--- config.mk ---
export PLATFORM = sky130hd
export DESIGN_NAME = pipeline_hazard_ctrl_flat
export DESIGN_NICKNAME = d
export VERILOG_FILES = /design/src/rtl/pipeline_hazard_ctrl_pkg.sv /design/src/rtl/pipeline_hazard_ctrl_if.sv /design/src/rtl/pipeline_hazard_ctrl_sat_counter.sv /design/src/rtl/pipeline_hazard_ctrl.sv /design/src/flat_wrapper.sv
export SDC_FILE = /design/constraint.sdc
export NUM_CORES = 1
export LEC_CHECK = 0
export ABC_CLOCK_PERIOD_IN_PS = 1900
export BUFFER_PORTS_ARGS = -buffer_cell sky130_fd_sc_hd__buf_2
export CAP_MARGIN = 40
export CORE_MARGIN = 3
export CORE_UTILIZATION = 48
export DETAILED_ROUTE_END_ITERATION = 8
export HOLD_SLACK_MARGIN = 0.06
export PLACE_DENSITY = 0.76
export SLEW_MARGIN = 20
export SYNTH_ARGS = -nofsm -noshare
export SYNTH_HDL_FRONTEND = slang
export SYNTH_SLANG_ARGS = --single-unit
--- constraint.sdc ---
create_clock -name clk -period 1.9 [get_ports clk]
set_input_delay 0.19 -clock clk [delete_from_list [all_inputs] [get_ports clk]]
set_output_delay 0.19 -clock clk [all_outputs]
set_load 0.01 [all_outputs]
--- src/rtl/pipeline_hazard_ctrl_pkg.sv ---
// Shared types for the pipeline hazard controller: register index type,
// controller state encoding, the per-cycle control word, and the
// free-running control-word builder shared by the RUN and release paths.
package pipeline_hazard_ctrl_pkg;

  typedef logic [4:0] rv32i_reg;

  typedef enum logic [1:0] {
    RUN        = 2'd0,
    MEM_STALL  = 2'd1,
    REDIR_WAIT = 2'd2
  } hazard_state_t;

  typedef struct packed {
    logic pc_load;
    logic if_id_load;
    logic id_ex_load;
    logic ex_mem_load;
    logic mem_wb_load;
    logic if_id_flush;
    logic id_ex_flush;
    logic pc_sel_redir;
  } hazard_ctrl_t;

  localparam hazard_ctrl_t CTRL_FROZEN = '0;
  localparam hazard_ctrl_t CTRL_RESET  = '{pc_load: 1'b1, if_id_load: 1'b1, id_ex_load: 1'b1,
                                          ex_mem_load: 1'b1, mem_wb_load: 1'b1,
                                          if_id_flush: 1'b1, id_ex_flush: 1'b1,
                                          pc_sel_redir: 1'b0};

  // Control word for a cycle where memory is not holding the pipe.
  // A redirect outranks the load-use bubble: the ID instruction is wrong-path.
  function automatic hazard_ctrl_t flow_ctrl(input logic redir, input logic load_use);
    hazard_ctrl_t c;
    c = '{pc_load: 1'b1, if_id_load: 1'b1, id_ex_load: 1'b1, ex_mem_load: 1'b1,
          mem_wb_load: 1'b1, if_id_flush: 1'b0, id_ex_flush: 1'b0, pc_sel_redir: 1'b0};
    if (redir) begin
      c.if_id_flush  = 1'b1;
      c.id_ex_flush  = 1'b1;
      c.pc_sel_redir = 1'b1;
    end else if (load_use) begin
      c.pc_load     = 1'b0;
      c.if_id_load  = 1'b0;
      c.id_ex_flush = 1'b1;
    end
    return c;
  endfunction

endpackage

--- src/rtl/pipeline_hazard_ctrl_if.sv ---
// Hazard-controller bundle: pipeline status in, stage load/flush controls
// and performance counters out.
interface pipeline_hazard_ctrl_if #(
  parameter int unsigned CNT_W = 32
);
  import pipeline_hazard_ctrl_pkg::*;

  rv32i_reg         id_rs1_i;
  rv32i_reg         id_rs2_i;
  logic             id_use_rs1_i;
  logic             id_use_rs2_i;
  rv32i_reg         ex_rd_i;
  logic             ex_mem_read_i;
  logic             ex_redirect_i;
  logic             imem_read_i;
  logic             imem_resp_i;
  logic             dmem_req_i;
  logic             dmem_resp_i;
  logic             pc_load_o;
  logic             if_id_load_o;
  logic             id_ex_load_o;
  logic             ex_mem_load_o;
  logic             mem_wb_load_o;
  logic             if_id_flush_o;
  logic             id_ex_flush_o;
  logic             pc_sel_redir_o;
  logic [CNT_W-1:0] stall_cnt_o;
  logic [CNT_W-1:0] flush_cnt_o;

  modport master (
    output id_rs1_i, id_rs2_i, id_use_rs1_i, id_use_rs2_i, ex_rd_i, ex_mem_read_i,
           ex_redirect_i, imem_read_i, imem_resp_i, dmem_req_i, dmem_resp_i,
    input  pc_load_o, if_id_load_o, id_ex_load_o, ex_mem_load_o, mem_wb_load_o,
           if_id_flush_o, id_ex_flush_o, pc_sel_redir_o, stall_cnt_o, flush_cnt_o
  );

  modport slave (
    input  id_rs1_i, id_rs2_i, id_use_rs1_i, id_use_rs2_i, ex_rd_i, ex_mem_read_i,
           ex_redirect_i, imem_read_i, imem_resp_i, dmem_req_i, dmem_resp_i,
    output pc_load_o, if_id_load_o, id_ex_load_o, ex_mem_load_o, mem_wb_load_o,
           if_id_flush_o, id_ex_flush_o, pc_sel_redir_o, stall_cnt_o, flush_cnt_o
  );

endinterface

--- src/rtl/pipeline_hazard_ctrl_sat_counter.sv ---
// Saturating event counter: counts up on inc, sticks at all-ones.
module hazard_sat_counter #(
  parameter int unsigned CNT_W = 32
) (
  input  logic             clk,
  input  logic             rst,
  input  logic             inc,
  output logic [CNT_W-1:0] cnt
);

  // Count events, holding at the maximum value instead of wrapping.
  always_ff @(posedge clk) begin
    if (rst) begin
      cnt <= '0;
    end else if (inc && (cnt != '1)) begin
      cnt <= cnt + CNT_W'(1);
    end
  end

endmodule

--- src/rtl/pipeline_hazard_ctrl.sv ---
// Pipeline hazard controller: drives PC and pipeline-register load/flush
// enables, resolving memory wait > EX redirect > load-use hazard, and keeps
// saturating stall/flush counters.
module pipeline_hazard_ctrl
  import pipeline_hazard_ctrl_pkg::*;
#(
  parameter int unsigned CNT_W = 32
) (
  input  logic                  clk,
  input  logic                  rst,
  pipeline_hazard_ctrl_if.slave hz
);

  hazard_state_t state, state_nxt;
  logic          redir_pend, redir_pend_nxt;
  hazard_ctrl_t  ctrl;
  logic          stall_inc, flush_inc;

  logic imem_busy, dmem_busy, mem_busy, load_use, redir_any;

  assign imem_busy = hz.imem_read_i & ~hz.imem_resp_i;
  assign dmem_busy = hz.dmem_req_i & ~hz.dmem_resp_i;
  assign mem_busy  = imem_busy | dmem_busy;
  assign load_use  = hz.ex_mem_read_i && (hz.ex_rd_i != '0) &&
                     ((hz.id_use_rs1_i && (hz.id_rs1_i == hz.ex_rd_i)) ||
                      (hz.id_use_rs2_i && (hz.id_rs2_i == hz.ex_rd_i)));
  assign redir_any = redir_pend | hz.ex_redirect_i;

  // Next state, control word and counter events from state and current inputs.
  always_comb begin
    state_nxt      = state;
    redir_pend_nxt = redir_pend;
    ctrl           = CTRL_FROZEN;
    stall_inc      = 1'b0;
    flush_inc      = 1'b0;
    if (rst) begin
      ctrl           = CTRL_RESET;
      state_nxt      = RUN;
      redir_pend_nxt = 1'b0;
    end else begin
      unique case (state)
        RUN: begin
          if (mem_busy) begin
            stall_inc      = 1'b1;
            state_nxt      = MEM_STALL;
            redir_pend_nxt = hz.ex_redirect_i;
          end else begin
            ctrl      = flow_ctrl(hz.ex_redirect_i, load_use);
            flush_inc = hz.ex_redirect_i;
            stall_inc = ~hz.ex_redirect_i & load_use;
          end
        end
        MEM_STALL: begin
          if (mem_busy) begin
            stall_inc      = 1'b1;
            redir_pend_nxt = redir_any;
            // A redirect is known while a fetch is in flight: that fetch is
            // wrong-path and must return before the PC may be retargeted.
            if (imem_busy && redir_any) begin
              state_nxt = REDIR_WAIT;
            end
          end else begin
            ctrl           = flow_ctrl(redir_any, load_use);
            flush_inc      = redir_any;
            stall_inc      = ~redir_any & load_use;
            redir_pend_nxt = 1'b0;
            state_nxt      = RUN;
          end
        end
        REDIR_WAIT: begin
          if (hz.imem_resp_i && !dmem_busy) begin
            ctrl           = flow_ctrl(1'b1, 1'b0);
            flush_inc      = 1'b1;
            redir_pend_nxt = 1'b0;
            state_nxt      = RUN;
          end else begin
            stall_inc = 1'b1;
          end
        end
        default: begin
          state_nxt      = RUN;
          redir_pend_nxt = 1'b0;
        end
      endcase
    end
  end

  // Controller state and pending-redirect flag.
  always_ff @(posedge clk) begin
    if (rst) begin
      state      <= RUN;
      redir_pend <= 1'b0;
    end else begin
      state      <= state_nxt;
      redir_pend <= redir_pend_nxt;
    end
  end

  assign hz.pc_load_o      = ctrl.pc_load;
  assign hz.if_id_load_o   = ctrl.if_id_load;
  assign hz.id_ex_load_o   = ctrl.id_ex_load;
  assign hz.ex_mem_load_o  = ctrl.ex_mem_load;
  assign hz.mem_wb_load_o  = ctrl.mem_wb_load;
  assign hz.if_id_flush_o  = ctrl.if_id_flush;
  assign hz.id_ex_flush_o  = ctrl.id_ex_flush;
  assign hz.pc_sel_redir_o = ctrl.pc_sel_redir;

  hazard_sat_counter #(.CNT_W(CNT_W)) u_stall_cnt (
    .clk (clk),
    .rst (rst),
    .inc (stall_inc),
    .cnt (hz.stall_cnt_o)
  );

  hazard_sat_counter #(.CNT_W(CNT_W)) u_flush_cnt (
    .clk (clk),
    .rst (rst),
    .inc (flush_inc),
    .cnt (hz.flush_cnt_o)
  );

endmodule
--- src/flat_wrapper.sv ---
// flat-port wrapper written by rule: the top's interface ports become plain ports
module pipeline_hazard_ctrl_flat import pipeline_hazard_ctrl_pkg::*;
#(
  parameter int unsigned CNT_W = 32
)
  (clk, rst, hz_id_rs1_i, hz_id_rs2_i, hz_id_use_rs1_i, hz_id_use_rs2_i, hz_ex_rd_i, hz_ex_mem_read_i, hz_ex_redirect_i, hz_imem_read_i, hz_imem_resp_i, hz_dmem_req_i, hz_dmem_resp_i, hz_pc_load_o, hz_if_id_load_o, hz_id_ex_load_o, hz_ex_mem_load_o, hz_mem_wb_load_o, hz_if_id_flush_o, hz_id_ex_flush_o, hz_pc_sel_redir_o, hz_stall_cnt_o, hz_flush_cnt_o);
  pipeline_hazard_ctrl_if #(.CNT_W(CNT_W)) hz_i ();
  input  logic clk;
  input  logic rst;
  input wire logic [$bits(hz_i.id_rs1_i)-1:0] hz_id_rs1_i;
  input wire logic [$bits(hz_i.id_rs2_i)-1:0] hz_id_rs2_i;
  input wire logic [$bits(hz_i.id_use_rs1_i)-1:0] hz_id_use_rs1_i;
  input wire logic [$bits(hz_i.id_use_rs2_i)-1:0] hz_id_use_rs2_i;
  input wire logic [$bits(hz_i.ex_rd_i)-1:0] hz_ex_rd_i;
  input wire logic [$bits(hz_i.ex_mem_read_i)-1:0] hz_ex_mem_read_i;
  input wire logic [$bits(hz_i.ex_redirect_i)-1:0] hz_ex_redirect_i;
  input wire logic [$bits(hz_i.imem_read_i)-1:0] hz_imem_read_i;
  input wire logic [$bits(hz_i.imem_resp_i)-1:0] hz_imem_resp_i;
  input wire logic [$bits(hz_i.dmem_req_i)-1:0] hz_dmem_req_i;
  input wire logic [$bits(hz_i.dmem_resp_i)-1:0] hz_dmem_resp_i;
  output wire logic [$bits(hz_i.pc_load_o)-1:0] hz_pc_load_o;
  output wire logic [$bits(hz_i.if_id_load_o)-1:0] hz_if_id_load_o;
  output wire logic [$bits(hz_i.id_ex_load_o)-1:0] hz_id_ex_load_o;
  output wire logic [$bits(hz_i.ex_mem_load_o)-1:0] hz_ex_mem_load_o;
  output wire logic [$bits(hz_i.mem_wb_load_o)-1:0] hz_mem_wb_load_o;
  output wire logic [$bits(hz_i.if_id_flush_o)-1:0] hz_if_id_flush_o;
  output wire logic [$bits(hz_i.id_ex_flush_o)-1:0] hz_id_ex_flush_o;
  output wire logic [$bits(hz_i.pc_sel_redir_o)-1:0] hz_pc_sel_redir_o;
  output wire logic [$bits(hz_i.stall_cnt_o)-1:0] hz_stall_cnt_o;
  output wire logic [$bits(hz_i.flush_cnt_o)-1:0] hz_flush_cnt_o;
  assign hz_i.id_rs1_i = hz_id_rs1_i;
  assign hz_i.id_rs2_i = hz_id_rs2_i;
  assign hz_i.id_use_rs1_i = hz_id_use_rs1_i;
  assign hz_i.id_use_rs2_i = hz_id_use_rs2_i;
  assign hz_i.ex_rd_i = hz_ex_rd_i;
  assign hz_i.ex_mem_read_i = hz_ex_mem_read_i;
  assign hz_i.ex_redirect_i = hz_ex_redirect_i;
  assign hz_i.imem_read_i = hz_imem_read_i;
  assign hz_i.imem_resp_i = hz_imem_resp_i;
  assign hz_i.dmem_req_i = hz_dmem_req_i;
  assign hz_i.dmem_resp_i = hz_dmem_resp_i;
  assign hz_pc_load_o = hz_i.pc_load_o;
  assign hz_if_id_load_o = hz_i.if_id_load_o;
  assign hz_id_ex_load_o = hz_i.id_ex_load_o;
  assign hz_ex_mem_load_o = hz_i.ex_mem_load_o;
  assign hz_mem_wb_load_o = hz_i.mem_wb_load_o;
  assign hz_if_id_flush_o = hz_i.if_id_flush_o;
  assign hz_id_ex_flush_o = hz_i.id_ex_flush_o;
  assign hz_pc_sel_redir_o = hz_i.pc_sel_redir_o;
  assign hz_stall_cnt_o = hz_i.stall_cnt_o;
  assign hz_flush_cnt_o = hz_i.flush_cnt_o;
  pipeline_hazard_ctrl #(.CNT_W(CNT_W)) u_core (.clk(clk), .rst(rst), .hz(hz_i));
endmodule
==> results of run 1 <==
-- synthesized netlist by cell type (all sizes together) (2+ instances only) --
| library cell | n | area [um^2] |
|---|---|---|
| dfxtp | 67 | 1341 |
| nor2 | 47 | 176.4 |
| nand4 | 37 | 237.7 |
| o21ai | 33 | 165.2 |
| a21oi | 31 | 155.2 |
| or3 | 28 | 175.2 |
| nand2 | 26 | 97.59 |
| and3 | 23 | 147.6 |
| nand3 | 22 | 110.1 |
| xor2 | 19 | 166.4 |
| xnor2 | 16 | 140.1 |
| buf | 10 | 77.57 |
| clkbuf | 9 | 35.03 |
| and4 | 8 | 70.07 |
| nor2b | 8 | 52.55 |
| nor3 | 8 | 45.04 |
| mux2 | 5 | 56.30 |
| o21a | 5 | 37.54 |
| and2 | 4 | 26.28 |
| inv | 4 | 15.01 |
| nor3b | 4 | 30.03 |
| nand2b | 3 | 18.77 |
| o41ai | 3 | 26.28 |
| or4 | 3 | 26.27 |
| a2111oi | 2 | 17.52 |
| a22oi | 2 | 20.02 |
| ha | 2 | 25.02 |
| mux2i | 2 | 20.02 |
| nor4 | 2 | 18.77 |
| o211a | 2 | 20.02 |
| o311ai | 2 | 17.52 |
-- flip-flops by register name (all words and copies together), names as in the netlist --
register                flops
u_core.redir_pend           1
u_core.state                2
u_core.u_flush_cnt.cnt     32
u_core.u_stall_cnt.cnt     32
-- power groups by stage --
stage	clock network [uW]	logic (uW)	registers (uW)
2_1_floorplan	0	138	1470
3_3_place_gp	0	269	1460
3_5_place_dp	0	279	1460
4_1_cts	1280	284	1430
5_1_grt	1340	381	1440
6_report	1270	355	1430
-- per-layer routing --
layer	up-vias	part of all wire, %	track usage (%)
li1	2009	-	-
met1	2032	43	32.21
met2	170	50	40.20
met3	19	5.9	4.023
met4	0	1.6	8.059
met5	-	0	0
-- cell type report --
class / instances / share of cell area, %
timing repair buffer: 189 / 23.99
clock inverter: 6 / 1.117
clock buffer: 10 / 2.714
tap: 99 / 2.258
multi-input combinational: 355 / 44.63
sequential: 67 / 24.95
inverter: 5 / 0.3421
-- kinds of logic after synthesis --
group | Yosys count
xor+xnor | 35
mux | 7
buf+inv | 25
fa+ha+maj | 2
flops | 67
simple gates | 225
compound gates | 86
-- per-stage QoR --
stage / utilization (%) / total power, uW / setup TNS (ns)
2_1_floorplan: - / 1610 / -0.01243
3_3_place_gp: 65.97 / 1730 / -1.819
3_5_place_dp: 65.97 / 1741 / -2.177
4_1_cts: 69.21 / 2994 / -0.3073
5_1_grt: 74.84 / 3161 / -3.597
6_report: 74.84 / 3057 / -1.478
-- repair_timing --
action | 4_1_cts | 5_1_grt
pin swaps | 7 | 26
endpoints found under the setup margin | 24 | 67
gates resized for setup | 9 | 71
buffers inserted | 0 | 6
cloned | 0 | 5
endpoints found under the hold margin | 0 | 0
-- worst min path at each step --
stage / end / slack, ns / cells past startpoint
after floorplan: u_core.redir_pend / 0.35 / 2
after detailed placement: u_core.state[0] / 0.48 / 2
final: u_core.state[1] / 0.17 / 2
after global routing: u_core.state[1] / 0.18 / 2
after CTS: u_core.state[1] / 0.12 / 2
after global placement: u_core.state[1] / 0.46 / 2
-- worst register-to-register path, delay by kind of cell, from the launching register on --
kind / cells / cell delay [ns]
flip-flops: 1 / 0.40
AO/OA/AOI/OAI: 3 / 0.47
buffers and inverters: 2 / 0.33
multiplexers: 1 / 0.35
AND/OR/NAND/NOR: 2 / 0.39
==> impl_metrics.tcl, run 1 <==
set metrics [dict create \
    dp.cells 704 \
    dr_total_vias 4230 \
    min-delay-start "rst" \
    crit_buf_inv 2 \
    die_h_um 93.35 \
    core_um2 7331 \
    period_share_pct 106.4 \
    r2r_cells 8 \
    cts_buffers 9 \
    grt_remaining_overflow 0 \
    final_hold_viol_count 0 \
    drt_iter0_drc 224 \
    grt_max_degree 54 \
    p_int_uw 2279 \
    seq_area_frac_synth_pct 36.62 \
    synth-xor-area-share_pct 8.370 \
    critPathMaxFanout 7 \
    cp_slowest_stage_delay_ns 0.40 \
    ys_async_sr_fraction_pct 0 \
    p_per_area_nw_per_um2 557.1 \
    dp_worst_setup_slack_ns -0.1503 \
    hold_ws_ns 0.1719 \
    reg2reg_to "u_core.u_stall_cnt.cnt[17]" \
    crit_family "compound AO/OA/AOI/OAI gates" \
    synthFlopType "dfxtp_1" \
    slew_headroom_pct 61.29 \
    dieArea_um2 8714 \
    startpoint_type "register" \
    failed_checks "setup timing" \
    synth_adder_area_share_pct 0.6833 \
    power.share.switching_pct 25.45 \
    worst_pin_slew_ns 0.5806 \
    maxCapViolCount 0 \
    firstDrtPassIters 5 \
    initial_core_util_pct 49.96 \
    dpl_cell_area_um2 4836 \
    grt_pass1_wl_um 17490 \
    gp_congestion 0.8580 \
    synth_top_family_by_area "simple AND/OR/NAND/NOR gates" \
    syn_area_per_cell_um2 8.193 \
    final-setup-viol-count 25 \
    hpwl_um 7721 \
    end_kind "register" \
    ir_worst_vdd_mv 0.3615 \
    grt_pass1_vias 3847 \
    grt_antenna_before_repair 0 \
    cp_slowest_cell "dfxtp_4" \
    hold_path.class "in -> reg" \
    synth_edf_count 0 \
    syn_inst 447 \
    io_pins 97 \
    arrival_ns 2.26 \
    clock_path_buffers 2 \
    cts.sinks 67 \
    ff2ff_setup_slack_ns -0.12 \
    crit_start "u_core.state[1]" \
    status "complete, but fails checks" \
    path_class "reg -> reg" \
    synthesis.area_um2 3662 \
    crit_chain "nor2b_2, o21ai_2, o21ai_1, a22oi_2, buf_12, buf_4, nor3_2, mux2_2" \
    placementRows 31 \
    clk_latency_ns 0.35 \
    n_antenna_cell 0 \
    cts_tree "built" \
    synth_mux_area_share_pct 2.084 \
    synth_warnings 0 \
    endpoint "u_core.u_stall_cnt.cnt[17]" \
    drc 0 \
    cp_num_cells 8 \
    portBuffers 96 \
    post_drt_wl_per_cell_um 15.88 \
    r2r-start "u_core.state[1]" \
    synthesis.nets 474 \
    min_period_ns 2.022 \
    root_buffer "clkbuf_8" \
    vias_per_cell 5.787 \
    htree_levels 3 \
    synth_cell_types 54 \
    fin_nets 654 \
    grt_usage_pct 24.33 \
    worstPathRequired_ns 2.14 \
    postLayoutSetupSlackWorst_ns -0.1216 \
    pwr-share-seq_pct 46.9 \
    most-common-layout-cells "buf_2 (96), buf_4 (79), dfxtp_1 (53)" \
    synth_compound_area_share_pct 14.28 \
    area_growth_pct 49.81 \
    multi_input_area_um2 2449 \
    totalWireLength_um 11610 \
    p_comb_share_pct 11.6 \
    fin_cells 731 \
    postLayoutCellArea_um2 5487 \
    final.fill_count 516 \
    seq_area_um2 1369 \
    clock_skew_ns 0.007605 \
    drive_gt1_share_pct 43.20 \
    dieWidth_um 93.35 \
    max_freq_ghz 0.4947 \
    cts_hold_buf 0 \
    final_common_cell "buf_2" \
    path_clk_slew_ns 0.07 \
    p_clk_share_pct 41.5 \
    p_sw_uw 778.0 \
    maxSlewViolCount 0 \
    ant_nets 0 \
    leakage_uw 0.002360 \
    rsz0062_at_grt "true" \
    ys_ff_latch 67 \
    yosys.area_share.simple_pct 34.10 \
]
Power figures use the tool's default switching activity.
==> inputs of run 2 (changes only) <==
--- a/config.mk
+++ b/config.mk
@@ -5,14 +5,14 @@
 export SDC_FILE = /design/constraint.sdc
 export NUM_CORES = 1
 export LEC_CHECK = 0
-export ABC_CLOCK_PERIOD_IN_PS = 1900
+export ABC_CLOCK_PERIOD_IN_PS = 2100
 export BUFFER_PORTS_ARGS = -buffer_cell sky130_fd_sc_hd__buf_2
 export CAP_MARGIN = 40
 export CORE_MARGIN = 3
-export CORE_UTILIZATION = 48
+export CORE_UTILIZATION = 53
 export DETAILED_ROUTE_END_ITERATION = 8
 export HOLD_SLACK_MARGIN = 0.06
-export PLACE_DENSITY = 0.76
+export PLACE_DENSITY = 0.8
 export SLEW_MARGIN = 20
 export SYNTH_ARGS = -nofsm -noshare
 export SYNTH_HDL_FRONTEND = slang
==> constraint.sdc (replaced) <==
create_clock -name clk -period 2.1 [get_ports clk]
set_input_delay 0.21 -clock clk [delete_from_list [all_inputs] [get_ports clk]]
set_output_delay 0.21 -clock clk [all_outputs]
set_load 0.01 [all_outputs]
==> run 2 against run 1 <==
The run now ends clean. Fmax is 1.3% higher. Final cell count is 12% lower. Global-route usage is 0.74 points higher. Clock skew is 0.0035 ns lower. Non-clock buffer count is 67 lower. Clock-buffer cell count stayed put. Via count is 11% lower. Clock power hardly changed. Register-to-register slack better by 0.23 ns. Wire length is 17% lower. Critical path type unchanged. Largest power group unchanged. Highest routed layer unchanged.
==> impl_metrics.tcl, run 2 (synthesis gave the netlist of run 1 again) <==
set metrics [dict create \
    status "complete, no violations" \
    grt_max_degree 69 \
    p_sw_uw 679.2 \
    most-common-layout-cells "buf_2 (96), dfxtp_1 (59), nor2_1 (47)" \
    clk_latency_ns 0.35 \
    hold_end "u_core.redir_pend" \
    p_clk_share_pct 44.9 \
    ff2ff_setup_slack_ns 0.10 \
    worstPathRequired_ns 2.38 \
    ant_nets 0 \
    startpoint_type "register" \
    grt_antenna_before_repair 0 \
    path_clk_slew_ns 0.08 \
    r2r-start "u_core.state[0]" \
    drive_gt1_share_pct 29.56 \
    maxSlewViolCount 0 \
    grt_pass1_wl_um 15790 \
    arrival_ns 2.28 \
    period_share_pct 95.07 \
    clock_path_buffers 2 \
    crit_buf_inv 1 \
    reg2reg_to "u_core.u_stall_cnt.cnt[30]" \
    ir_worst_vdd_mv 0.4716 \
    reg_top3 "u_core.u_flush_cnt.cnt (32), u_core.u_stall_cnt.cnt (32), u_core.state (2)" \
    placementRows 29 \
    fin_tns_setup_ns 0 \
    final_common_cell "buf_2" \
    hold_path.class "in -> reg" \
    power.share.switching_pct 24.56 \
    holdPathStages 3 \
    critPathMaxFanout 29 \
    cts_setup_buffers 0 \
    gp_congestion 0.9089 \
    p_per_area_nw_per_um2 599.2 \
    root_buffer "clkbuf_8" \
    crit_family "compound AO/OA/AOI/OAI gates" \
    final-setup-viol-count 0 \
    fin_nets 587 \
    drt_iter0_drc 282 \
    dp_worst_setup_slack_ns 0.02354 \
    leakage_uw 0.001907 \
    p_comb_share_pct 8.3 \
    area_growth_pct 26.00 \
    cp_slowest_stage_delay_ns 0.51 \
    portBuffers 96 \
    crit_chain "a2111oi_0, o21a_1, a22oi_2, buf_12, or4_1, a21oi_1" \
    firstDrtPassIters 5 \
    r2r_cells 6 \
    dieWidth_um 89.13 \
    min-delay-start "hz_ex_redirect_i" \
    min_period_ns 1.996 \
    initial_core_util_pct 56.07 \
    cts_hold_buf 0 \
    final_hold_viol_count 0 \
    path_class "reg -> reg" \
    drc 0 \
    grt_usage_pct 25.07 \
    hpwl_um 6799 \
    htree_levels 3 \
    postLayoutSetupSlackWorst_ns 0.1036 \
    max_freq_ghz 0.5009 \
    dieArea_um2 7943 \
    core_um2 6531 \
    cp_slowest_cell "or4_1" \
    end_kind "register" \
    p_int_uw 2086 \
    grt_remaining_overflow 0 \
    post_drt_wl_per_cell_um 14.98 \
    dr_total_vias 3784 \
    pwr-share-seq_pct 46.8 \
    totalWireLength_um 9619 \
    cts_tree "built" \
    vias_per_cell 5.894 \
    die_h_um 89.13 \
    clock_skew_ns 0.004113 \
    grt_pass1_vias 3400 \
    io_pins 97 \
    rsz0062_at_grt "false" \
    cts_buffers 9 \
    worst_pin_slew_ns 0.4601 \
    maxCapViolCount 0 \
    n_antenna_cell 0 \
    cts.sinks 67 \
    slew_headroom_pct 68.53 \
]
## run 2: changes by cell type in the layout (fill, tap and decap cells not counted), moves of 4 or more
cell and change:
buf_4 -57, dfxtp_1 +6, clkbuf_16 -5, a21oi_2 -4, a21oi_1 +5, dfxtp_4 -4, nor3_1 +4, buf_6 -6
o21ai_1 -7, o21ai_0 +9
## run 2: worst register-to-register path, cell delays in order, from the launching register on
cell,delay [ns]
dfxtp_2,0.36
a2111oi_0,0.44
o21a_1,0.21
a22oi_2,0.07
buf_12,0.18
or4_1,0.52
a21oi_1,0.15
## run 2: metrics by stage
stage	cell area (um^2)	instances	utilization [%]	power [uW]	hold slack [ns]
after floorplan	3667	447	-	1453	0.3717
after global placement	4367	626	66.86	1541	0.4875
after detailed placement	4367	626	66.86	1551	0.4988
after CTS	4593	642	70.33	2769	0.1832
after global routing	4614	642	70.65	2861	0.2125
final	4614	642	70.65	2765	0.1921
## run 2: per-layer routing
metal	global-route usage, %	part of all wire [%]
met1	31.81	44
met5	0	0
met2	42.53	49
met3	4.700	5.4
met4	8.796	1.6
## run 2: power by group through the flow
| stage | combinational (uW) | sequential, uW | clock, uW |
|---|---|---|---|
| after detailed placement | 228 | 1320 | 0 |
| after CTS | 229 | 1290 | 1250 |
| after global routing | 254 | 1290 | 1310 |
| final | 230 | 1290 | 1240 |
| after global placement | 220 | 1320 | 0 |
| after floorplan | 124 | 1330 | 0 |
## run 2: how the worst max path moves through the flow
stage                                         start                          to  slack (ns)  depth (start not counted)
after floorplan           u_core.u_stall_cnt.cnt[0]  u_core.u_stall_cnt.cnt[26]        0.05                          7
after detailed placement  u_core.u_stall_cnt.cnt[0]  u_core.u_stall_cnt.cnt[26]        0.02                          7
after global routing      u_core.u_flush_cnt.cnt[0]  u_core.u_flush_cnt.cnt[19]       0.001                          7
final                               u_core.state[0]  u_core.u_stall_cnt.cnt[30]        0.10                          6
after CTS                 u_core.u_stall_cnt.cnt[0]  u_core.u_stall_cnt.cnt[26]       0.007                          7
after global placement               hz_dmem_resp_i  u_core.u_stall_cnt.cnt[17]        0.03                          8
## run 2: area by class of cell
type                    count  area, um^2
clock inverters             6       88.84
inverters                   5       18.77
clock buffers              10       137.6
flip-flops and latches     67        1351
well taps                  77       96.34
multi-input cells         355        2196
repair buffers            122       725.7
fillers                   521        1917
## run 2: repair_timing
| item | 4_1_cts | 5_1_grt |
|---|---|---|
| resized for setup | 0 | 10 |
| endpoints found under the hold margin | 0 | 0 |
| setup endpoints to repair | 0 | 25 |
